==> config.mk <==
export PLATFORM = sky130hd
export DESIGN_NAME = lcd_write_arbiter_flat
export DESIGN_NICKNAME = d
export VERILOG_FILES = /design/src/rtl/lcd_write_arbiter_if.sv /design/src/rtl/lcd_write_arbiter.sv /design/src/flat_wrapper.sv
export SDC_FILE = /design/constraint.sdc
export NUM_CORES = 1
export LEC_CHECK = 0
export BUFFER_PORTS_ARGS = -buffer_cell sky130_fd_sc_hd__buf_4
export CAP_MARGIN = 20
export CORE_MARGIN = 5
export CORE_UTILIZATION = 54
export DETAILED_ROUTE_END_ITERATION = 8
export PLACE_DENSITY = 0.75
export SLEW_MARGIN = 20
export SYNTH_ARGS = -nofsm -noshare
export SYNTH_HDL_FRONTEND = slang
export SYNTH_SLANG_ARGS = --single-unit
==> constraint.sdc <==
create_clock -name iCLK -period 2.3 [get_ports iCLK]
set_clock_uncertainty 0.05 [all_clocks]
set_input_delay 0.46 -clock iCLK [delete_from_list [all_inputs] [get_ports iCLK]]
set_output_delay 0.46 -clock iCLK [all_outputs]
set_load 0.01 [all_outputs]
==> src/rtl/lcd_write_arbiter_if.sv <==
// Requester and LCD-controller signal bundle for lcd_write_arbiter.
// slave: arbiter side; master: requesters plus controller side.
interface lcd_write_arbiter_if;
    logic       iREQ0;
    logic       iREQ1;
    logic [8:0] iDATA0;
    logic [8:0] iDATA1;
    logic       iLOCK0;
    logic       iLOCK1;
    logic       oACK0;
    logic       oACK1;
    logic [7:0] oLCD_DATA;
    logic       oLCD_RS;
    logic       oLCD_START;
    logic       iLCD_DONE;
    logic       oGNT;
    logic       oBUSY;

    modport slave (
        input  iREQ0, iREQ1, iDATA0, iDATA1, iLOCK0, iLOCK1, iLCD_DONE,
        output oACK0, oACK1, oLCD_DATA, oLCD_RS, oLCD_START, oGNT, oBUSY
    );

    modport master (
        output iREQ0, iREQ1, iDATA0, iDATA1, iLOCK0, iLOCK1, iLCD_DONE,
        input  oACK0, oACK1, oLCD_DATA, oLCD_RS, oLCD_START, oGNT, oBUSY
    );
endinterface

==> src/rtl/lcd_write_arbiter.sv <==
// Two-requester arbiter/sequencer for one character-LCD controller.
// LCD_ARB_ROUND_ROBIN_EN: alternate tie priority; else requester 0 wins ties.
module lcd_write_arbiter #(
    parameter int unsigned DLY_CYCLES = 262142,
    parameter int unsigned DLY_W      = 18
) (
    input  logic                iCLK,
    input  logic                iRST_N,
    lcd_write_arbiter_if.slave  bus
);
    typedef enum logic [1:0] {IDLE, WAIT_DONE, DELAY, ACK} state_e;

    localparam logic [DLY_W-1:0] LAST = DLY_W'(DLY_CYCLES - 1);

    state_e           state_q, state_d;
    logic [DLY_W-1:0] cnt_q, cnt_d;
    logic             lock_q, lock_d;
    logic             ptr_q, ptr_d;
    logic             gnt_q, gnt_d;
    logic             start_q, start_d;
    logic [8:0]       word_q, word_d;
    logic             ack0_q, ack0_d;
    logic             ack1_q, ack1_d;

    logic [1:0] req;
    logic [1:0] lock_in;
    logic       locked;
    logic       have_win;
    logic       win;

    assign req     = {bus.iREQ1, bus.iREQ0};
    assign lock_in = {bus.iLOCK1, bus.iLOCK0};

    // A held lock restricts candidates to the current owner.
    always_comb begin
        locked   = lock_q && lock_in[gnt_q];
        have_win = 1'b0;
        win      = 1'b0;
        if (locked) begin
            have_win = req[gnt_q];
            win      = gnt_q;
        end else begin
            unique case (req)
                2'b01: begin have_win = 1'b1; win = 1'b0;  end
                2'b10: begin have_win = 1'b1; win = 1'b1;  end
                2'b11: begin have_win = 1'b1; win = ptr_q; end
                default: ;
            endcase
        end
    end

    always_comb begin
        state_d = state_q;
        cnt_d   = cnt_q;
        lock_d  = lock_q;
        ptr_d   = ptr_q;
        gnt_d   = gnt_q;
        start_d = start_q;
        word_d  = word_q;
        ack0_d  = 1'b0;
        ack1_d  = 1'b0;
        case (state_q)
            IDLE: begin
                lock_d = locked;
                cnt_d  = '0;
                if (have_win) begin
                    gnt_d   = win;
                    word_d  = win ? bus.iDATA1 : bus.iDATA0;
                    start_d = 1'b1;
                    state_d = WAIT_DONE;
                end
            end
            WAIT_DONE: begin
                if (bus.iLCD_DONE) begin
                    start_d = 1'b0;
                    cnt_d   = '0;
                    if (DLY_CYCLES == 0) begin
                        state_d = ACK;
                        ack0_d  = ~gnt_q;
                        ack1_d  = gnt_q;
                    end else begin
                        state_d = DELAY;
                    end
                end
            end
            DELAY: begin
                if (cnt_q == LAST) begin
                    state_d = ACK;
                    ack0_d  = ~gnt_q;
                    ack1_d  = gnt_q;
                end else begin
                    cnt_d = cnt_q + DLY_W'(1);
                end
            end
            ACK: begin
                lock_d  = lock_in[gnt_q];
`ifdef LCD_ARB_ROUND_ROBIN_EN
                if (!lock_in[gnt_q]) ptr_d = ~gnt_q;
`else
                ptr_d   = 1'b0;
`endif
                state_d = IDLE;
            end
            default: state_d = IDLE;
        endcase
    end

    always_ff @(posedge iCLK or negedge iRST_N) begin
        if (!iRST_N) begin
            state_q <= IDLE;
            cnt_q   <= '0;
            lock_q  <= 1'b0;
            ptr_q   <= 1'b0;
            gnt_q   <= 1'b0;
            start_q <= 1'b0;
            word_q  <= '0;
            ack0_q  <= 1'b0;
            ack1_q  <= 1'b0;
        end else begin
            state_q <= state_d;
            cnt_q   <= cnt_d;
            lock_q  <= lock_d;
            ptr_q   <= ptr_d;
            gnt_q   <= gnt_d;
            start_q <= start_d;
            word_q  <= word_d;
            ack0_q  <= ack0_d;
            ack1_q  <= ack1_d;
        end
    end

    assign bus.oACK0      = ack0_q;
    assign bus.oACK1      = ack1_q;
    assign bus.oLCD_RS    = word_q[8];
    assign bus.oLCD_DATA  = word_q[7:0];
    assign bus.oLCD_START = start_q;
    assign bus.oGNT       = gnt_q;
    assign bus.oBUSY      = (state_q != IDLE);
endmodule

==> src/flat_wrapper.sv <==
// flat-port wrapper written by rule: the top's interface ports become plain ports
module lcd_write_arbiter_flat 
#(
    parameter int unsigned DLY_CYCLES = 262142,
    parameter int unsigned DLY_W      = 18
)
  (iCLK, iRST_N, bus_iREQ0, bus_iREQ1, bus_iDATA0, bus_iDATA1, bus_iLOCK0, bus_iLOCK1, bus_iLCD_DONE, bus_oACK0, bus_oACK1, bus_oLCD_DATA, bus_oLCD_RS, bus_oLCD_START, bus_oGNT, bus_oBUSY);
  lcd_write_arbiter_if bus_i ();
  input  logic iCLK;
  input  logic iRST_N;
  input wire logic [$bits(bus_i.iREQ0)-1:0] bus_iREQ0;
  input wire logic [$bits(bus_i.iREQ1)-1:0] bus_iREQ1;
  input wire logic [$bits(bus_i.iDATA0)-1:0] bus_iDATA0;
  input wire logic [$bits(bus_i.iDATA1)-1:0] bus_iDATA1;
  input wire logic [$bits(bus_i.iLOCK0)-1:0] bus_iLOCK0;
  input wire logic [$bits(bus_i.iLOCK1)-1:0] bus_iLOCK1;
  input wire logic [$bits(bus_i.iLCD_DONE)-1:0] bus_iLCD_DONE;
  output wire logic [$bits(bus_i.oACK0)-1:0] bus_oACK0;
  output wire logic [$bits(bus_i.oACK1)-1:0] bus_oACK1;
  output wire logic [$bits(bus_i.oLCD_DATA)-1:0] bus_oLCD_DATA;
  output wire logic [$bits(bus_i.oLCD_RS)-1:0] bus_oLCD_RS;
  output wire logic [$bits(bus_i.oLCD_START)-1:0] bus_oLCD_START;
  output wire logic [$bits(bus_i.oGNT)-1:0] bus_oGNT;
  output wire logic [$bits(bus_i.oBUSY)-1:0] bus_oBUSY;
  assign bus_i.iREQ0 = bus_iREQ0;
  assign bus_i.iREQ1 = bus_iREQ1;
  assign bus_i.iDATA0 = bus_iDATA0;
  assign bus_i.iDATA1 = bus_iDATA1;
  assign bus_i.iLOCK0 = bus_iLOCK0;
  assign bus_i.iLOCK1 = bus_iLOCK1;
  assign bus_i.iLCD_DONE = bus_iLCD_DONE;
  assign bus_oACK0 = bus_i.oACK0;
  assign bus_oACK1 = bus_i.oACK1;
  assign bus_oLCD_DATA = bus_i.oLCD_DATA;
  assign bus_oLCD_RS = bus_i.oLCD_RS;
  assign bus_oLCD_START = bus_i.oLCD_START;
  assign bus_oGNT = bus_i.oGNT;
  assign bus_oBUSY = bus_i.oBUSY;
  lcd_write_arbiter #(.DLY_CYCLES(DLY_CYCLES), .DLY_W(DLY_W)) u_core (.iCLK(iCLK), .iRST_N(iRST_N), .bus(bus_i));
endmodule
* Yosys cells after proc, flatten, opt, wreduce, memory -nomap -nowiden
Index checks and enable logic that the tools add are counted.
** Storage, ports and cells
- Flip-flop bits (word level) :: 34
- Input port bits :: 25
- Output and inout bits :: 14
** Operators by class
- Add/sub/neg operators :: 1
- $lt $le $gt $ge :: 1
- Equal/unequal tests :: 11
- Mux-type cells :: 24
- Bitwise operators :: 1
- Reductions and logical operators :: 11
** Operators with widths (count)
- case mux 18 bit (3 select lines) :: 1
- two-way mux 18 bit :: 2
- adder 18 x 1 -> 18 bit, second input constant :: 1
- equality test 18 bit, second input constant :: 1
- two-way mux 1 bit :: 14
- two-way mux 9 bit :: 1
- AND reduction 3 bit :: 3
- equality test 2 bit, second input constant :: 4
- case mux 2 bit (4 select lines) :: 1
- two-way mux 2 bit :: 3
- nonzero test 2 bit :: 3
- equality test 2 x 1 -> 1 bit, second input constant :: 2
- != test 2 x 1 -> 1 bit, second input constant :: 2
- != test 2 bit, second input constant :: 2
- case mux 1 bit (2 select lines) :: 2
- nonzero test 3 bit :: 1
- OR reduction 3 bit :: 1
- logical NOT 2 bit :: 1
- < comparator 1 x 2 -> 1 bit, second input constant :: 1
- AND reduction 2 bit :: 1
- logical AND 1 bit :: 1
- inverter 1 bit :: 1

* Logic depth before layout (Yosys ltp)
Gate-level depths: netlist of the first run.
- Depth after elaboration :: 6
- Mapped depth :: 8
- Depth with buffers taken out :: 7

* Least setup slack after synthesis of the first run
No wires, ideal clock.
- Path type :: register to register
- From :: register u_core.cnt_q[1]
- To :: register u_core.cnt_q[10]
- Data arrival time :: 1.774 ns
- Required time :: 2.146 ns
- Setup slack :: 0.372 ns
- Stages on the path, launching flop included :: 9
- Path buffers :: 1
- Period minus slack after synthesis :: 1.928 ns
- Cells stage by stage :: dfrtp_1 > inv_1 > ha_1 > nand2_1 > or4_4 > buf_6 > o41ai_4 > nand2_1 > o311ai_1
** Between the ends
- Word-level cells in the longest chain between the ends :: 3
- Elaborated cells between the ends (all ways) :: 6
** RTL lines
- from (decl) :: RTL line lcd_write_arbiter.sv:16 : logic [DLY_W-1:0] cnt_q, cnt_d;
- from (signal assigned) :: RTL line lcd_write_arbiter.sv:121 : cnt_q <= cnt_d;
- adder 18 x 1 -> 18 bit or equality test 18 bit (tied branches) :: RTL line lcd_write_arbiter.sv:92, lcd_write_arbiter.sv:87
- two-way mux 18 bit or != test 2 bit (tied branches)
- case mux 18 bit (3 select lines) or AND reduction 3 bit (tied branches)
Parallel ways exist; a longest one is shown, timed or not. The select of a mux whose other input is x is not followed.
A chain may end at the register's enable or synchronous reset.

* Final worst setup path of the first run
- From :: register u_core.state_q[1]
- To :: register u_core.cnt_q[11]
** Between the ends
- Word-level cells in the longest chain between the ends :: 3
- Elaborated cells between the ends (all ways) :: 8
** RTL lines
- from (decl) :: RTL line lcd_write_arbiter.sv:15 : state_e state_q, state_d;
- from (signal assigned) :: RTL line lcd_write_arbiter.sv:120 : state_q <= state_d;
- equality test 2 bit (tied with other cells) :: RTL line lcd_write_arbiter.sv:62 : case (state_q)
- != test 2 bit (no source line) or nonzero test 3 bit (tied branches)
- AND reduction 3 bit (no source line)
Parallel ways exist; a longest one is shown, timed or not.

==> run summary, run 1 <==
Critical path launch point type = flop
Violated checks = negative hold slack
Largest net degree at the start of global routing = 35
Bufs and invs on worst path = 1
Detailed Place HPWL = 3700 µm
Post-route insts no fill = 301
Post-route cell area = 2410 µm²
DIE WIDTH = 69.8 µm
Worst-path maximum fanout = 10
Max-Slew Margin vs Limit = 67.5%
Sequential share of the synthesized area = 44.1%
Drt total wl = 4860 µm
Cts repair resizes = 0
Max-cap viol count = 0
Fmax = 478 MHz
Vias = 1796
Static Leak = 1.14 nW
Final setup violation count = 0
First-pass GRT wire length = 8180 µm
Crit share post-route = 91.0%
Vias/cell = 5.97
RSZ-0062 raised after global routing = no
Status = complete, but fails checks
# nets final = 285
CTS sink count = 34
# DRC = 0
CP required = 2520 ps
Most frequent cells in the layout = 50 x buf_4, 34 x dfrtp_1, 30 x nand2_1
Async set-or-reset flop fraction in the synthesized netlist = 100%
RePlAce Congestion = 0.902
Warning count from the yosys run = 0
Htree depth = 2
CP delay by family, top = simple AND/OR/NAND/NOR gates
Worst Tran Pin Value = 488 ps
Crit Path Class = flop to flop
Fin Hold WS = -4.96 ps
Hold Crit Class = primary input to asynchronous set/reset pin
Cell Area, Placed = 2330 µm²
Reg clk slew, reported paths = 120 ps
Antenna diode count = 0
Total CTS buffers = 5
Synth cell types = 44
Dpl cells = 293
CTS Buffer Depth = 2
Top_reg_cell synth = dfrtp_1
Slowest Stage Delay on Critical Path = 520 ps
Seq cells post-synth = 34
Die Ht = 69.8 µm
Mapped Cells = 204
Layout area overhead = 24.9%
1st-iter DRT viols = 167
Share of cells above drive strength 1 = 26.3%
Port bufs = 38
Min Tclk post-route = 2090 ps
Die ar. = 4870 µm²
Setup TNS = 0 ps
Fin. max-slew vios = 0
Core ar. = 3390 µm²
Clk_lat worst skew = 330 ps
Final ANT Viol Nets = 0
Hold Buf Count CTS = 0
Via count of the first global-routing pass = 1768
Antenna violations before repair = 0
Grt ovf = 0
Starting density of the core = 57.0%
Power density cells = 460 nW/µm²
TritonCTS clock tree = built
Setup bufs post-CTS = 0
I/O Pins = 39
EDFF count, synth = 0
Crit-path cells = inv_1 > ha_1 > nor2b_1 > or3_1 > or4_1 > nand3_1
# rows = 21
1st-pass router iterations = 4
Routed wire per std cell = 16.1 µm
VDD IR max = 319 µV
CP max stage cell = or4_1
Post-Syn Nets = 235
Final Hold Fails = 6
Worst EP arrival = 2320 ps
Clock root buffer master = clkbuf_4
Overall global routing resource usage = 20.4%
Avg Cell Area, Syn = 9.46 µm²
Crit end category = flop
Post-synthesis instance area = 1930 µm²
Leading cell type in the layout, fill and taps excluded = buf_4
report_power, final:
group | leakage, nW | internal [mW] | switching [mW]
combinational | 0.698 | 0.0350 | 0.0273
clock | 0.0374 | 0.228 | 0.222
sequential | 0.401 | 0.598 | 0
final timing paths:
check | slack (ps) | start | to | cells after the start
max in group asynchronous | 1900 | iRST_N | u_core.word_q[2] | 1
min in group iCLK | 360 | bus_iDATA0[0] | u_core.word_q[0] | 3
hold reg to reg | 450 | u_core.word_q[4] | u_core.word_q[4] | 2
hold / removal | -5 | iRST_N | u_core.cnt_q[9] | 1
setup reg to reg | 210 | u_core.state_q[1] | u_core.cnt_q[11] | 6
setup / recovery | 210 | u_core.state_q[1] | u_core.cnt_q[11] | 6
per-layer routing:
metal  GRT usage (%)  vias to the layer above  share of wire [%]
li1                -                      866                  -
met1            25.2                      861                 42
met5               0                        -                  0
met4            6.60                        0               0.95
met2            34.3                       65                 51
met3            5.51                        4                6.6
through the flow:
| step | power (mW) | utilization [%] | setup slack, ps | hold slack [ps] |
|---|---|---|---|---|
| after floorplan | 0.626 | - | 372 | 114 |
| after detailed placement | 0.673 | 68.7 | 248 | 381 |
| after global routing | 1.16 | 71.1 | 73.5 | 12.5 |
| after global placement | 0.670 | 68.7 | 334 | 376 |
| final | 1.11 | 71.1 | 206 | -4.96 |
| after CTS | 1.12 | 71.1 | 211 | 1.00 |
synth_stat cells (all sizes together) (2+ instances only):
| cell | number | share of area (%) |
|---|---|---|
| ha | 6 | 3.9 |
| inv | 10 | 1.9 |
| o41ai | 3 | 2.3 |
| o21ai | 20 | 5.2 |
| or4 | 5 | 2.1 |
| nand4 | 6 | 2.3 |
| a21oi | 9 | 2.3 |
| and3 | 3 | 0.97 |
| clkbuf | 5 | 0.97 |
| mux2i | 12 | 6.2 |
| o311ai | 6 | 2.7 |
| o31ai | 4 | 1.6 |
| o211ai | 5 | 1.9 |
| buf | 2 | 0.84 |
| nand2 | 30 | 5.8 |
| nor3 | 2 | 0.52 |
| dfrtp | 34 | 44 |
| a41oi | 2 | 0.91 |
| nor2 | 8 | 1.6 |
| nand3 | 16 | 4.8 |
area by class of cell:
| type | instances | area, µm² |
|---|---|---|
| clock buffer | 5 | 37.5 |
| clock inverter | 3 | 45.0 |
| fill | 252 | 978 |
| inverter | 10 | 37.5 |
| multi-input combinational | 153 | 1010 |
| sequential | 34 | 851 |
| tap | 46 | 57.6 |
| timing repair buffer | 50 | 375 |
worst reg2reg max path: stages, from the launching register on:
cell	delay [ps]
dfrtp_1	400
inv_1	90
ha_1	200
nor2b_1	170
or3_1	490
or4_1	520
nand3_1	110
state kept, by name, summed over array words and instances (netlist names):
name and count:
u_core.bus.oACK1 1, u_core.word_q 9, u_core.lock_q 1, u_core.state_q 2
u_core.bus.oLCD_START 1, u_core.cnt_q 18, u_core.bus.oACK0 1, u_core.bus.oGNT 1
logic make-up after synthesis:
logic type      Yosys count  share of synthesized area (%)
compound gates           55                           19.3
fa+ha+maj                 6                           3.89
buf+inv                  17                           3.76
flops                    34                           44.1
mux                      13                           6.81
simple gates             79                           22.2
Note: power is estimated with default switching activity, not from simulation.
==> run 2, diff against run 1 <==
--- a/config.mk
+++ b/config.mk
@@ -11,5 +11,5 @@
 export CORE_UTILIZATION = 54
 export DETAILED_ROUTE_END_ITERATION = 8
-export PLACE_DENSITY = 0.75
+export PLACE_DENSITY_LB_ADDON = 0.08
 export SLEW_MARGIN = 20
 export SYNTH_ARGS = -nofsm -noshare
--- a/constraint.sdc
+++ b/constraint.sdc
@@ -3,3 +3,3 @@
 set_input_delay 0.46 -clock iCLK [delete_from_list [all_inputs] [get_ports iCLK]]
 set_output_delay 0.46 -clock iCLK [all_outputs]
-set_load 0.01 [all_outputs]
+set_load 0.05 [all_outputs]
==> run 2 against run 1 <==
The run now ends clean. Global-route usage is 0.38 points higher. Worst setup slack worse by 19 ps. Sequential power hardly changed. Clock-buffer cell count is 2 higher. Clock power is 32% lower. Flip-flop and latch count stayed put. Routed wire length is 0.68% higher. First-iteration DRC count is 22% higher. Design area is 1.9% lower. Critical path type unchanged. Critical endpoint is now u_core.cnt_q[8]. Largest cell class unchanged.
==> run summary, run 2 (same netlist as run 1, synthesis figures left out) <==
Share of cells above drive strength 1 = 24.3% (was 26.3%)
Port bufs = 38 (unchanged)
Final ANT Viol Nets = 0 (unchanged)
R2R Path Start = u_core.cnt_q[0] (was u_core.state_q[1])
Vias = 1804 (was 1796)
First-pass GRT wire length = 8130 µm (was 8180 µm)
# DRC = 0 (unchanged)
Leading cell type in the layout, fill and taps excluded = buf_4 (unchanged)
Antenna diode count = 0 (unchanged)
RePlAce Congestion = 0.939 (was 0.902)
Fmax = 473 MHz (was 478 MHz)
DIE WIDTH = 69.8 µm (unchanged)
CP required = 2520 ps (about the same)
Largest Register = u_core.cnt_q (unchanged)
Vias/cell = 6.07 (was 5.97)
# nets final = 282 (was 285)
Crit end category = flop (unchanged)
Sw frac = 22.6% (was 22.4%)
Via count of the first global-routing pass = 1864 (was 1768)
Max FFs per register = 18 (unchanged)
Largest net degree at the start of global routing = 35 (unchanged)
Routed wire per std cell = 16.5 µm (was 16.1 µm)
Starting density of the core = 57.0% (unchanged)
Antenna violations before repair = 0 (unchanged)
Filler Cell Count = 261 (was 252)
Overall global routing resource usage = 20.8% (was 20.4%)
CTS sink count = 34 (unchanged)
I/O Pins = 39 (unchanged)
VDD IR max = 285 µV (was 319 µV)
Static Leak = 1.11 nW (was 1.14 nW)
Worst Reg-to-Reg Cells = 6 (unchanged)
Detailed Place HPWL = 3690 µm (was 3700 µm)
Flop2flop setup slack = 190 ps (was 210 ps)
Worst EP arrival = 2340 ps (was 2320 ps)
Die ar. = 4870 µm² (unchanged)
Top Registers = u_core.cnt_q: 18 flops, u_core.word_q: 9 flops, u_core.state_q: 2 flops (unchanged)
Fin. max-slew vios = 0 (unchanged)
Worst-path maximum fanout = 8 (was 10)
Critical Path End = u_core.cnt_q[8] (was u_core.cnt_q[11])
Sequential share of power = 61.8% (was 53.9%)
RSZ-0062 raised after global routing = no (unchanged)
1st-pass router iterations = 5 (was 4)
Final Hold Fails = 0 (was 6)
Die Ht = 69.8 µm (unchanged)
Setup bufs post-CTS = 0 (unchanged)
Total CTS buffers = 5 (unchanged)
Critical path launch point type = flop (unchanged)
# rows = 21 (unchanged)
Status = finished, final reports clean (was complete, but fails checks)
1st-iter DRT viols = 204 (was 167)
Int Power = 747 µW (was 860 µW)
Core ar. = 3390 µm² (unchanged)
Worst Tran Pin Value = 496 ps (was 488 ps)
Total power = 966 µW (was 1.11 mW)
Hold Crit Class = primary input to asynchronous set/reset pin (unchanged)
Most frequent cells in the layout = 47 x buf_4, 34 x dfrtp_1, 30 x nand2_1 (was 50 x buf_4, 34 x dfrtp_1, 30 x nand2_1)
Htree depth = 2 (unchanged)
Crit path launch = u_core.cnt_q[0] (was u_core.state_q[1])
Setup TNS = 0 ps (unchanged)
TritonCTS clock tree = built (unchanged)
Sw power = 218 µW (was 249 µW)
Max-cap viol count = 0 (unchanged)
Min Tclk post-route = 2110 ps (was 2090 ps)
Crit share post-route = 91.9% (was 91.0%)
Clk_lat worst skew = 340 ps (was 330 ps)
Max-Slew Margin vs Limit = 66.9% (was 67.5%)
Reg clk slew, reported paths = 100 ps (was 120 ps)
Crit Path Class = flop to flop (unchanged)
Clock root buffer master = clkbuf_4 (unchanged)
Power density cells = 408 nW/µm² (was 460 nW/µm²)
Final setup violation count = 0 (unchanged)
CTS Buffer Depth = 2 (unchanged)
Gate power share = 6.6% (was 5.6%)
Drt total wl = 4890 µm (was 4860 µm)
Grt ovf = 0 (unchanged)
RR Endpoint = u_core.cnt_q[8] (was u_core.cnt_q[11])
Layout area overhead = 22.6% (was 24.9%)
Clock power frac = 31.6% (was 40.5%)
run 2: cell types whose count changed in the layout (fill, tap and decap cells not counted), sizes merged:
cell,previous run,this run
buf,50,47
clkbuf,5,7
clkinvlp,2,0
bufinv,1,0
run 2: power groups by stage:
stage	clock, mW	combinational [mW]	sequential (mW)
after global placement	0	0.0605	0.609
after floorplan	0	0.0167	0.609
final	0.305	0.0636	0.597
after detailed placement	0	0.0647	0.609
after global routing	0.350	0.0704	0.597
after CTS	0.314	0.0647	0.597
run 2: timing repair:
action / in CTS / in global routing
hold buffers: 0 / 0
resized for setup: 0 / 2
hold endpoints to repair: 0 / 0
setup endpoints to repair: 0 / 1
run 2: layout make-up:
class | instances | area (µm²) | share of cell area, %
Clock buffer | 7 | 45.0 | 1.90
Sequential cell | 34 | 851 | 36.0
Inverter | 10 | 37.5 | 1.59
Timing Repair Buffer | 47 | 353 | 14.9
Tap cell | 46 | 57.6 | 2.43
Multi-Input combinational cell | 153 | 1020 | 43.2
run 2: layer usage:
metal,GRT usage (%),vias up,part of all wire (%)
li1,-,860,-
met2,35.9,73,50
met4,7.45,0,1.8
met3,6.96,10,6.6
met5,0,-,0
met1,23.7,861,41
run 2: worst min path at each step:
stage / from / to / cells past startpoint
floorplan: iRST_N / u_core.bus.oACK0 / 0
global placement: iRST_N / u_core.cnt_q[4] / 1
detailed placement: iRST_N / u_core.cnt_q[11] / 1
CTS: iRST_N / u_core.cnt_q[11] / 1
global route: iRST_N / u_core.cnt_q[4] / 1
finish: iRST_N / u_core.cnt_q[4] / 1
run 2: worst max-delay path, stage by stage (launching register included):
cell and delay (ps):
dfrtp_1 480, ha_1 210, nand2_1 130, or4_4 600, o41ai_4 350, o21ai_1 130
o21ai_1 90
run 2: per-stage QoR:
step | util (%) | hold WS, ps | std cells | cell area, µm² | setup slack, ps
6_report | 69.8 | 5.81 | 297 | 2370 | 187
5_1_grt | 69.8 | 10.3 | 297 | 2370 | 35.6
4_1_cts | 69.4 | 5.56 | 297 | 2350 | 194
3_5_place_dp | 68.0 | 382 | 290 | 2310 | 219
3_3_place_gp | 68.0 | 376 | 290 | 2310 | 281
2_1_floorplan | - | 114 | 204 | 1930 | 372
==> run 3, diff against run 2 <==
CELL_PAD_IN_SITES_DETAIL_PLACEMENT = 0   (was not set)
CELL_PAD_IN_SITES_GLOBAL_PLACEMENT = 1   (was not set)
CORE_UTILIZATION = 41   (was 54)
==> run 3 against run 2 <==
Global-route usage fell by 3.4 points. Sequential share of layout area fell by 0.47 points. Maximum frequency rose by 2.2%. Worst setup slack improved by 46 ps. Non-clock buffer count did not move. Clock power rose by 36%. Worst hold slack improved by 68 ps. Clock-buffer cell count fell by 2. Utilization fell by 18 points. Design area rose by 1.3%. Critical endpoint unchanged. Largest cell class unchanged.
==> run summary, run 3 (same netlist as run 1, synthesis figures left out) <==
Antenna diode count = 0 (unchanged)
Drt total wl = 4830 µm (was 4890 µm)
Worst EP arrival = 2230 ps (was 2340 ps)
Total CTS buffers = 5 (unchanged)
Clock root buffer master = clkbuf_8 (was clkbuf_4)
# rows = 25 (was 21)
Crit path depth = 6 (unchanged)
Slack of the critical path = 233 ps (was 187 ps)
CP required = 2460 ps (was 2520 ps)
Final ANT Viol Nets = 0 (unchanged)
Fin Hold WS = 74.0 ps (was 5.81 ps)
Leading cell type in the layout, fill and taps excluded = buf_4 (unchanged)
Fin. max-slew vios = 0 (unchanged)
Most frequent cells in the layout = 47 x buf_4, 34 x dfrtp_1, 30 x nand2_1 (unchanged)
Clk_lat worst skew = 280 ps (was 340 ps)
VDD IR max = 251 µV (was 285 µV)
Via count of the first global-routing pass = 1811 (was 1864)
1st-pass router iterations = 4 (was 5)
Vias = 1746 (was 1804)
CTS Buffer Depth = 2 (unchanged)
Hold Crit Class = primary input to asynchronous set/reset pin (unchanged)
CP max stage cell = or4_4 (unchanged)
Die ar. = 6180 µm² (was 4870 µm²)
Starting density of the core = 41.4% (was 57.0%)
Status = finished, final reports clean (unchanged)
Filler Cell Count = 429 (was 261)
RSZ-0062 raised after global routing = no (unchanged)
Max-Slew Margin vs Limit = 67.8% (was 66.9%)
Dpl cells = 298 (was 290)
Routed wire per std cell = 15.8 µm (was 16.5 µm)
1st-iter DRT viols = 131 (was 204)
Critical path launch point type = flop (unchanged)
Slowest Stage Delay on Critical Path = 580 ps (was 600 ps)
Post-route insts no fill = 305 (was 297)
TritonCTS clock tree = built (unchanged)
Static Leak = 1.13 nW (was 1.11 nW)
Share of cells above drive strength 1 = 25.5% (was 24.3%)
Vias/cell = 5.72 (was 6.07)
Antenna violations before repair = 0 (unchanged)
Max FFs per register = 18 (unchanged)
Worst Tran Pin Value = 484 ps (was 496 ps)
Power density cells = 449 nW/µm² (was 408 nW/µm²)
Register Area = 851 µm² (unchanged)
Max-cap viol count = 0 (unchanged)
I/O Pins = 39 (unchanged)
Grt ovf = 0 (unchanged)
Core ar. = 4660 µm² (was 3390 µm²)
# DRC = 0 (unchanged)
Overall global routing resource usage = 17.4% (was 20.8%)
Worst Reg-to-Reg Cells = 6 (unchanged)
Worst-path maximum fanout = 8 (unchanged)
Final setup violation count = 0 (unchanged)
Bufs and invs on worst path = 0 (unchanged)
Most frequent CP cell = o21ai_1 (unchanged)
DIE WIDTH = 78.6 µm (was 69.8 µm)
Crit share post-route = 89.9% (was 91.9%)
Crit-path cells = ha_1 > nand2_1 > or4_4 > o41ai_4 > o21ai_1 > o21ai_1 (unchanged)
Largest net degree at the start of global routing = 35 (unchanged)
Reg clk slew, reported paths = 70 ps (was 100 ps)
Crit end category = flop (unchanged)
Crit Path Class = flop to flop (unchanged)
# nets final = 282 (unchanged)
Top Registers = u_core.cnt_q: 18 flops, u_core.word_q: 9 flops, u_core.state_q: 2 flops (unchanged)
Multi-input logic area = 1010 µm² (was 1020 µm²)
Port bufs = 38 (unchanged)
Final core occ = 51.4% (was 69.8%)
First-pass GRT wire length = 8380 µm (was 8130 µm)
Fmax = 484 MHz (was 473 MHz)
Pre-CTS setup slack = 122 ps (was 219 ps)
CTS sink count = 34 (unchanged)
Detailed Place HPWL = 3620 µm (was 3690 µm)
Die Ht = 78.6 µm (was 69.8 µm)
Htree depth = 2 (unchanged)
Setup TNS = 0 ps (unchanged)
Final Hold Fails = 0 (unchanged)
Largest Register = u_core.cnt_q (unchanged)
RePlAce Congestion = 0.854 (was 0.939)
Min Tclk post-route = 2070 ps (was 2110 ps)
Layout area overhead = 24.2% (was 22.6%)
CP delay by family, top = simple AND/OR/NAND/NOR gates (unchanged)
-- run 3: report_power, final --
group,internal (mW),switching (mW)
Sequential,0.598,0
Clock,0.203,0.212
Combinational,0.0349,0.0279
-- run 3: area by class of cell --
type	instances	share of cell area (%)
Multi-Input combinational cell	153	42.1
Inverter	10	1.57
Tap cell	54	2.82
Clock inverter	2	0.418
Clock buffer	5	2.87
Timing Repair Buffer	47	14.7
Sequential cell	34	35.5
-- run 3: worst register-to-register path, cell delays in order, from the launching register on --
cell and delay, ps:
dfrtp_1 490, ha_1 220, nand2_1 100, or4_4 580, o41ai_4 350, o21ai_1 130
o21ai_1 80
-- run 3: path summary, 6_finish.rpt --
check | slack [ps] | end | start
setup / recovery | 230 | u_core.cnt_q[8] | u_core.cnt_q[0]
hold / removal | 70 | u_core.cnt_q[7] | iRST_N
setup reg to reg | 230 | u_core.cnt_q[8] | u_core.cnt_q[0]
hold reg to reg | 430 | u_core.word_q[7] | u_core.word_q[7]
max in group asynchronous | 1800 | u_core.bus.oACK0 | iRST_N
min in group iCLK | 410 | u_core.word_q[3] | bus_iDATA0[3]
-- run 3: repair_timing --
action / 4_1_cts / 5_1_grt
setup buffers: 0 / 0
resized for setup: 0 / 1
setup endpoints to repair: 0 / 1
hold buffers: 0 / 0
-- run 3: metrics by stage --
step,power [mW],area (µm²)
after global routing,1.13,2400
after detailed placement,0.674,2320
final,1.08,2400
after floorplan,0.626,1930
after global placement,0.671,2320
after CTS,1.10,2390
-- run 3: layer usage --
layer	routed length [µm]	global-route usage (%)	up-vias	share of wire (%)
li1	-	-	855	-
met1	2110	20.8	837	44
met2	2470	29.6	50	51
met3	217	4.36	4	4.5
met4	31	7.17	0	0.64
met5	0	0	-	0
